[src/rtl/counter_pkg.sv]
// Shared constants for counter_updown_hex: segment encoding table and a
// constant log2 helper used to size the prescaler.
package counter_pkg;

  localparam int SEG_W = 7;
  typedef logic [SEG_W-1:0] seg_t;
  localparam seg_t SEG_BLANK = 7'h7F;

  // Active-low segments, bit order g..a, indexed by nibble value.
  localparam seg_t SEG_TABLE [16] = '{
    7'h40, 7'h79, 7'h24, 7'h30, 7'h19, 7'h12, 7'h02, 7'h78,
    7'h00, 7'h10, 7'h08, 7'h03, 7'h46, 7'h21, 7'h06, 7'h0E
  };

  // Smallest r with 2**r >= v, never below 1, so a register is always at least one bit wide.
  function automatic int clog2(input int v);
    int r;
    r = 0;
    for (int i = 0; i < 31; i++) begin
      if ((64'(1) << i) < 64'(v)) r = i + 1;
    end
    return (r < 1) ? 1 : r;
  endfunction

endpackage

[src/rtl/seg7_decoder.sv]
// One hex digit to active-low 7-segment pattern (bit 0 = segment a).
module seg7_decoder
  import counter_pkg::*;
(
  input  logic [3:0] nib,
  output seg_t       seg
);

  always_comb begin
    seg = SEG_BLANK;
    case (nib)
      4'h0: seg = SEG_TABLE[0];
      4'h1: seg = SEG_TABLE[1];
      4'h2: seg = SEG_TABLE[2];
      4'h3: seg = SEG_TABLE[3];
      4'h4: seg = SEG_TABLE[4];
      4'h5: seg = SEG_TABLE[5];
      4'h6: seg = SEG_TABLE[6];
      4'h7: seg = SEG_TABLE[7];
      4'h8: seg = SEG_TABLE[8];
      4'h9: seg = SEG_TABLE[9];
      4'hA: seg = SEG_TABLE[10];
      4'hB: seg = SEG_TABLE[11];
      4'hC: seg = SEG_TABLE[12];
      4'hD: seg = SEG_TABLE[13];
      4'hE: seg = SEG_TABLE[14];
      default: seg = SEG_TABLE[15];
    endcase
  end

endmodule

[src/rtl/counter_updown_hex.sv]
// Up/down modulus counter with load, wrap/saturate, prescaled enable and cascade Tc.
// HEX segment drive is built only when COUNTER_UPDOWN_HEX_DISPLAY_EN is defined; otherwise HEX is blank.
module counter_updown_hex
  import counter_pkg::*;
#(
  parameter int WIDTH    = 16,
  parameter int MODULUS  = 0,
  parameter int PRESCALE = 1
) (
  input  logic                       Clk,
  input  logic                       Clr,
  input  logic                       En,
  input  logic                       Up,
  input  logic                       Sat,
  input  logic                       Load,
  input  logic [WIDTH-1:0]           D,
  output logic [WIDTH-1:0]           Q,
  output logic                       Tc,
  output logic                       Wrap,
  output logic [SEG_W*(WIDTH/4)-1:0] HEX
);

  localparam int NDIG = WIDTH / 4;
  localparam int PW   = clog2(PRESCALE);

  // Held in WIDTH+1 bits so MODULUS=0 (full 2**WIDTH range) does not overflow.
  localparam logic [WIDTH:0] MOD_EXT = (MODULUS == 0) ? ((WIDTH+1)'(1) << WIDTH)
                                                      : (WIDTH+1)'(MODULUS);
  localparam logic [WIDTH:0]   MAX_EXT  = MOD_EXT - (WIDTH+1)'(1);
  localparam logic [WIDTH-1:0] MAX      = MAX_EXT[WIDTH-1:0];
  localparam logic [PW-1:0]    PRE_LAST = PW'(PRESCALE - 1);

  logic [WIDTH-1:0] q_d, q_q;
  logic [PW-1:0]    pre_d, pre_q;
  logic             wrap_d, wrap_q;
  logic             tick;
  logic             at_end;

  assign tick   = En & (pre_q == PRE_LAST);
  assign at_end = Up ? (q_q == MAX) : (q_q == '0);

  always_comb begin
    q_d    = q_q;
    pre_d  = pre_q;
    wrap_d = 1'b0;
    if (Load) begin
      q_d   = ({1'b0, D} >= MOD_EXT) ? MAX : D;
      pre_d = '0;
    end else begin
      if (En) pre_d = tick ? '0 : pre_q + PW'(1);
      if (tick) begin
        if (!at_end) begin
          q_d = Up ? q_q + WIDTH'(1) : q_q - WIDTH'(1);
        end else if (!Sat) begin
          q_d    = Up ? '0 : MAX;
          wrap_d = 1'b1;
        end
      end
    end
  end

  always_ff @(posedge Clk) begin
    if (Clr) begin
      q_q    <= '0;
      pre_q  <= '0;
      wrap_q <= 1'b0;
    end else begin
      q_q    <= q_d;
      pre_q  <= pre_d;
      wrap_q <= wrap_d;
    end
  end

  // Tc fires on the end-of-range tick regardless of Sat so cascaded stages still chain.
  assign Tc   = ~Clr & ~Load & tick & at_end;
  assign Q    = q_q;
  assign Wrap = wrap_q;

`ifdef COUNTER_UPDOWN_HEX_DISPLAY_EN
  for (genvar k = 0; k < NDIG; k++) begin : g_dig
    seg7_decoder u_dec (
      .nib (q_q[4*k +: 4]),
      .seg (HEX[SEG_W*k +: SEG_W])
    );
  end
`else
  assign HEX = '1;
`endif

endmodule

[config.mk]
export PLATFORM = sky130hd
export DESIGN_NAME = counter_updown_hex
export DESIGN_NICKNAME = d
export VERILOG_FILES = /design/src/rtl/counter_pkg.sv /design/src/rtl/seg7_decoder.sv /design/src/rtl/counter_updown_hex.sv
export SDC_FILE = /design/constraint.sdc
export NUM_CORES = 1
export LEC_CHECK = 0
export ABC_CLOCK_PERIOD_IN_PS = 2620
export BUFFER_PORTS_ARGS = -buffer_cell sky130_fd_sc_hd__buf_2
export CAP_MARGIN = 30
export CORE_ASPECT_RATIO = 1.4
export CORE_MARGIN = 1
export CORE_UTILIZATION = 50
export CTS_BUF_LIST = sky130_fd_sc_hd__clkbuf_4 sky130_fd_sc_hd__clkbuf_8 sky130_fd_sc_hd__clkbuf_16
export CTS_CLUSTER_SIZE = 40
export DETAILED_ROUTE_END_ITERATION = 6
export GPL_ROUTABILITY_DRIVEN = 0
export PLACE_DENSITY_LB_ADDON = 0.12
export SLEW_MARGIN = 20
export SYNTH_ARGS = -nofsm -noshare
export SYNTH_HDL_FRONTEND = slang
export SYNTH_SLANG_ARGS = --single-unit
[constraint.sdc]
create_clock -name Clk -period 2.62 [get_ports Clk]
set_input_delay 0.131 -clock Clk [delete_from_list [all_inputs] [get_ports Clk]]
set_output_delay 0.131 -clock Clk [all_outputs]
set_load 0.01 [all_outputs]
==> impl_metrics.tcl, run 1 <==
set metrics [dict create \
    clk_transition_reported_paths_ns 0.08 \
    worst-slew-pin-transition_ns 0.9164 \
    cp_slowest_cell "sky130_fd_sc_hd__dfxtp_1" \
    synth_xor_area_share_pct 4.698 \
    irDropWorstVdd_mv 0.2726 \
    internal_power_mw 0.6072 \
    rrSetupSlack_ns 0.34 \
    maxClockFrequency_ghz 0.4344 \
    drt-met1-wl_mm 1.948 \
    synth_cells 228 \
    crit_buf_inv 1 \
    netlist_area_sq_mm 0.001864 \
    cts_made_buffers 3 \
    synth_sequential_area_ratio_pct 19.33 \
    netlist-cell-type-count 56 \
    power_per_cell_area_mw_per_mm2 477.2 \
    fin_skew_ns 0.005336 \
    detailedPlace.worstSlack_ns 0.2396 \
    clock_sink_count 18 \
    synthFlopType "sky130_fd_sc_hd__dfxtp_1" \
    grt_use_total_pct 25.48 \
    tritoncts "done" \
    wl_per_cell_um 14.83 \
    synth_top_family_by_area "compound AO/OA/AOI/OAI gates" \
    power.switching_mw 0.3804 \
    worstPathMaxFanout 8 \
    layout_worst_path_cycle_share_pct 87.85 \
    grt_remaining_overflow 0 \
    report.final.setup_viol 0 \
    fp.dieW_um 53.61 \
    htree_levels 1 \
    path_cells "nand4_1, nor4_2, nand4_4, a2111oi_2, buf_2" \
    floorplan.rows 25 \
    finalWorstSetupSlack_ns 0.3182 \
    design.die.area_sq_mm 0.003980 \
    static-leakage-power_nw 0.9795 \
    dp.final_hpwl_mm 3.537 \
    grt_max_degree 17 \
    clk_latency_ns 0.27 \
    ys.warnings.count 0 \
    critical_path_endpoint_category "output port" \
    maxCapViolCount 0 \
    synth_common_cells "sky130_fd_sc_hd__buf_4, sky130_fd_sc_hd__a21oi_1, sky130_fd_sc_hd__nor2_1" \
    clockRootBuffer "sky130_fd_sc_hd__clkbuf_8" \
    fillCellCount 360 \
    critical_path.top_delay_family "simple AND/OR/NAND/NOR gates" \
    cts_resized 0 \
    drtAntennaViolNets 0 \
    fin_area_sq_mm 0.002069 \
    power.sequential.fraction_pct 33.5 \
    grt_pass1_wl_mm 7.396 \
    first_pass_iters 4 \
    path_class "reg2out" \
    detailroute.wirelength.met2_mm 2.433 \
    vias 1787 \
    post_cts_setup_buffer_count 0 \
    grt_setup_unrepaired "no" \
    combinationalPowerShare_pct 41.3 \
    antenna_found_initial 0 \
    starting_density_of_the_core_pct 53.69 \
    hold_buffers 0 \
    timing.slew.headroom_pct 38.50 \
    placeableCoreArea_sq_mm 0.003472 \
    first_global_vias 1595 \
    yosys.area_share.simple_pct 22.28 \
    diodes 0 \
    crit_path_start_kind "flip-flop" \
    fin_nets 310 \
    status "finished, final reports clean" \
    port_buffers 39 \
    post_drt_via_cell_ratio 5.728 \
    totalNegativeSetupSlack_ns 0 \
    worst_hold_slack_ns 0.03221 \
    synth_compound_gate_area_share_pct 26.38 \
    layout-drive-gt1-share_pct 24.26 \
    timing.final.hold_violations 0 \
    post-route-util_pct 59.60 \
    worstHoldPathType "in2reg" \
    drt-total-wl_mm 4.627 \
    dpl-instance-area_sq_mm 0.002014 \
    route.top_layer_used "met4" \
    met3_wirelength_from_detailed_routing_um 177 \
    cp.arrival_ns 2.17 \
    post_synth_fa_ha_maj_area_fraction_pct 10.47 \
    synth.top_cell.area_share_pct 19.33 \
    finalWorstPathRequiredPeriod_ns 2.302 \
    cts_buffer_depth 2 \
    synthDominantAreaCellType "sky130_fd_sc_hd__dfxtp_1" \
    synth-seq-cells 18 \
    synth_async_sr_flop_share_pct 0 \
    num_io_pins 68 \
    initial_drc_count 67 \
    area_growth_syn_to_layout_pct 11.01 \
    worst_path_largest_cell_delay_ns 0.46 \
    synth_mux_area_share_pct 1.074 \
    swShare_pct 38.52 \
    chipHeight_um 74.25 \
    synthTopCellsByArea "sky130_fd_sc_hd__dfxtp_1, sky130_fd_sc_hd__buf_4, sky130_fd_sc_hd__ha_1" \
    required_ns 2.49 \
    synthesis.area_per_instance_sq_um 8.177 \
    clock_power_share_pct 25.2 \
    final-max-slew-violation-count 0 \
    synth.most_common_cell "sky130_fd_sc_hd__buf_4" \
    detail_route.drc_violations 0 \
    synth_edf_count 0 \
]
cell usage in the layout, fill, tap and decap left out, drive strengths merged, types with 2 or more instances in the layout:
cell and n:
and2 2, o21a 2, nand2 10, a21o 5
o211ai 2, a211oi 2, dfxtp 18, clkbuf 4
nor2b 3, a2111oi 5, o22ai 3, conb 28
mux2i 2, nor4b 2, nor4 8, o21ai 6
a31oi 3, a21boi 2, nor3 5, nand4 7
xnor2 9, ha 14, a21oi 26, inv 10
nand3 2, buf 46, nor2 26, o221ai 3
nand2b 2
worst reg2reg max path: cells and delay by family (launching register included):
family          cells  cell delay, ns
flops               1            0.46
simple gates        4            0.87
compound gates      3            0.84
final cells by class:
type                            instances  area, sq um  area share, %
Multi-Input combinational cell        193         1315          63.54
Inverter                               11        41.29          1.995
Tap cell                               40        50.05          2.418
Clock buffer                            4        55.05          2.660
Timing Repair Buffer                   46        247.7          11.97
Sequential cell                        18        360.3          17.41
metal layers:
| metal | up-vias | track usage [%] |
|---|---|---|
| met2 | 58 | 45.69 |
| met1 | 854 | 31.08 |
| met3 | 5 | 1.840 |
| li1 | 870 | - |
| met4 | 0 | 8.772 |
| met5 | - | 0 |
cells by family after synthesis:
| group | after synthesis |
|---|---|
| xor+xnor | 10 |
| simple gates | 73 |
| other cells | 1 |
| buf+inv | 44 |
| mux | 2 |
| compound gates | 65 |
| flops | 18 |
| fa+ha+maj | 15 |
flip-flops by register name, indices dropped and copies added (netlist names):
signal,cells
Wrap,1
Q,16
pre_q,1
final timing paths:
path	cells after the start	end	startpoint
max	5	Tc	Q[4]
min	2	pre_q	En
max reg2reg	7	Q[15]	Q[4]
min reg2reg	1	pre_q	pre_q
metrics by stage:
| step | std cells | power, mW |
|---|---|---|
| after floorplan | 255 | 0.6593 |
| after global placement | 308 | 0.7379 |
| after detailed placement | 308 | 0.7396 |
| after CTS | 312 | 0.9866 |
| after global routing | 312 | 1.050 |
| final | 312 | 0.9875 |
power groups by stage:
stage,Sequential (mW),Combinational (mW),Clock [mW]
5_1_grt,0.336,0.454,0.260
2_1_floorplan,0.345,0.315,0
4_1_cts,0.331,0.406,0.249
6_report,0.331,0.407,0.249
3_3_place_gp,0.337,0.401,0
3_5_place_dp,0.337,0.402,0
Power figures use the tool's default switching activity.
==> run 2, diff against run 1 <==
- CELL_PAD_IN_SITES_DETAIL_PLACEMENT: unset -> 0
- CELL_PAD_IN_SITES_GLOBAL_PLACEMENT: unset -> 1
- CORE_UTILIZATION: 50 -> 36
==> impl_metrics.tcl, run 2 (same netlist as run 1, synthesis figures left out) <==
set metrics [dict create \
    grt_util_met1_pct 22.06 \
    holdPathStages 2 \
    critical_path_endpoint_category "output port" \
    drtAntennaViolNets 0 \
    grt_pass1_wl_mm 7.941 \
    maxCapViolCount 0 \
    worstPathMaxFanout 18 \
    detailedPlace.worstSlack_ns 0.2482 \
    dpl.cell_count 336 \
    path_class "reg2out" \
    crit_path_start_kind "flip-flop" \
    report.final.setup_viol 0 \
    timing.final.hold_violations 0 \
    fin_area_sq_mm 0.002130 \
    diodes 0 \
    layout_worst_path_cycle_share_pct 89.21 \
    layout-drive-gt1-share_pct 25.36 \
    final-max-slew-violation-count 0 \
    htree_levels 1 \
    worstHoldPathType "in2reg" \
    fin_skew_ns 0.006099 \
    final_cell_mix "sky130_fd_sc_hd__buf_2, sky130_fd_sc_hd__conb_1, sky130_fd_sc_hd__a21oi_1, sky130_fd_sc_hd__nor2_1, sky130_fd_sc_hd__dfxtp_1" \
    dpl-instance-area_sq_mm 0.002074 \
    finalWorstPathRequiredPeriod_ns 2.337 \
    cts_resized 0 \
    antenna_found_initial 0 \
    floorplan.rows 30 \
    fillCellCount 559 \
    critical_path.top_delay_family "simple AND/OR/NAND/NOR gates" \
    hold_path_startpoint "En" \
    rrSetupSlack_ns 0.29 \
    fin_nets 314 \
    first_pass_iters 4 \
    grt.busiest_layer "met2" \
    placeableCoreArea_sq_mm 0.004917 \
    grt_remaining_overflow 0 \
    status "finished, final reports clean" \
    cts_made_buffers 3 \
    clk_latency_ns 0.26 \
    cp.arrival_ns 2.21 \
    drt-total-wl_mm 5.013 \
    num_io_pins 68 \
    finalWorstSetupSlack_ns 0.2828 \
    maxClockFrequency_ghz 0.4279 \
    vias 1757 \
    fp.dieW_um 62.82 \
    cts_buffer_depth 2 \
    power_mw 0.9896 \
    area_growth_syn_to_layout_pct 14.23 \
    chipHeight_um 87.15 \
    detail_route.drc_violations 0 \
    endpoint_of_the_worst_slack_reg_to_reg_timing_path "Q[12]" \
    tritoncts "done" \
    dp.final_hpwl_mm 4.011 \
    hold_buffers 0 \
    clock_sink_count 18 \
    post_drt_via_cell_ratio 5.168 \
    design.die.area_sq_mm 0.005474 \
    port_buffers 39 \
    most_common_library_cell_in_the_layout_ignoring_fill_and_taps "sky130_fd_sc_hd__buf_2" \
    largest_reg_flops 16 \
    wl_per_cell_um 14.74 \
    clk_transition_reported_paths_ns 0.07 \
    ff2ff_path_depth 9 \
    irDropWorstVdd_mv 0.1860 \
    grt_setup_unrepaired "no" \
    clockRootBuffer "sky130_fd_sc_hd__clkbuf_8" \
    power_per_cell_area_mw_per_mm2 464.7 \
    min_delay_worst_endpoint "pre_q" \
    groute.layer.met3.usage_pct 1.702 \
    crit_buf_inv 2 \
    static-leakage-power_nw 0.9987 \
    initial_drc_count 81 \
    grt_use_total_pct 18.93 \
    starting_density_of_the_core_pct 37.91 \
    cp_slowest_cell "sky130_fd_sc_hd__dfxtp_1" \
    required_ns 2.49 \
    post-route-util_pct 43.31 \
    layout.cells.non_filler 340 \
    grt_max_degree 19 \
    first_global_vias 1620 \
    worst_reg2reg_path_startpoint "Q[0]" \
    path_cells "nand4_1, nor4_2, nand4_4, buf_4, a2111oi_2, buf_2" \
    met2_grt_util_pct 35.18 \
    post_cts_setup_buffer_count 0 \
    worst_hold_slack_ns 0.04140 \
    totalNegativeSetupSlack_ns 0 \
    worst_path_largest_cell_delay_ns 0.45 \
]
-- run 2: worst register-to-register path, stage by stage, from the launching register on --
cell                        delay [ns]
sky130_fd_sc_hd__dfxtp_1          0.36
sky130_fd_sc_hd__inv_1            0.07
sky130_fd_sc_hd__fa_1             0.45
sky130_fd_sc_hd__nor2b_1          0.20
sky130_fd_sc_hd__o2111ai_1        0.17
sky130_fd_sc_hd__a21oi_1          0.30
sky130_fd_sc_hd__o21ai_1          0.16
sky130_fd_sc_hd__mux2i_1          0.16
sky130_fd_sc_hd__a211oi_1         0.27
sky130_fd_sc_hd__nor4_1           0.07
-- run 2: area by class of cell --
type / instances / area, sq um / share of cell area (%)
inverters: 11 / 41.29 / 1.939
multi-input cells: 193 / 1315 / 61.75
clock buffers: 4 / 55.05 / 2.585
well taps: 64 / 80.08 / 3.760
flip-flops and latches: 18 / 360.3 / 16.92
repair buffers: 50 / 277.8 / 13.04
-- run 2: routing by layer --
layer | vias up | wire length [um] | part of all wire, %
met1 | 822 | 2178 | 43
met4 | 0 | 98 | 2.0
met5 | - | 0 | 0
met3 | 8 | 118 | 2.4
li1 | 883 | - | -
met2 | 44 | 2618 | 52
-- run 2: how the worst max path moves through the flow --
stage / start / endpoint / cells after the start
6_report: Q[3] / Tc / 6
5_1_grt: Q[3] / Tc / 6
4_1_cts: Q[3] / Tc / 6
3_5_place_dp: Up / Q[15] / 10
3_3_place_gp: Up / Q[12] / 10
2_1_floorplan: Q[0] / Q[12] / 9
-- run 2: report_power, final --
part | leakage [nW] | internal (mW) | switching [mW]
sequential | 0.150 | 0.298 | 0.0305
clock | 0.0288 | 0.134 | 0.106
combinational | 0.820 | 0.181 | 0.240
total | 0.999 | 0.612 | 0.377
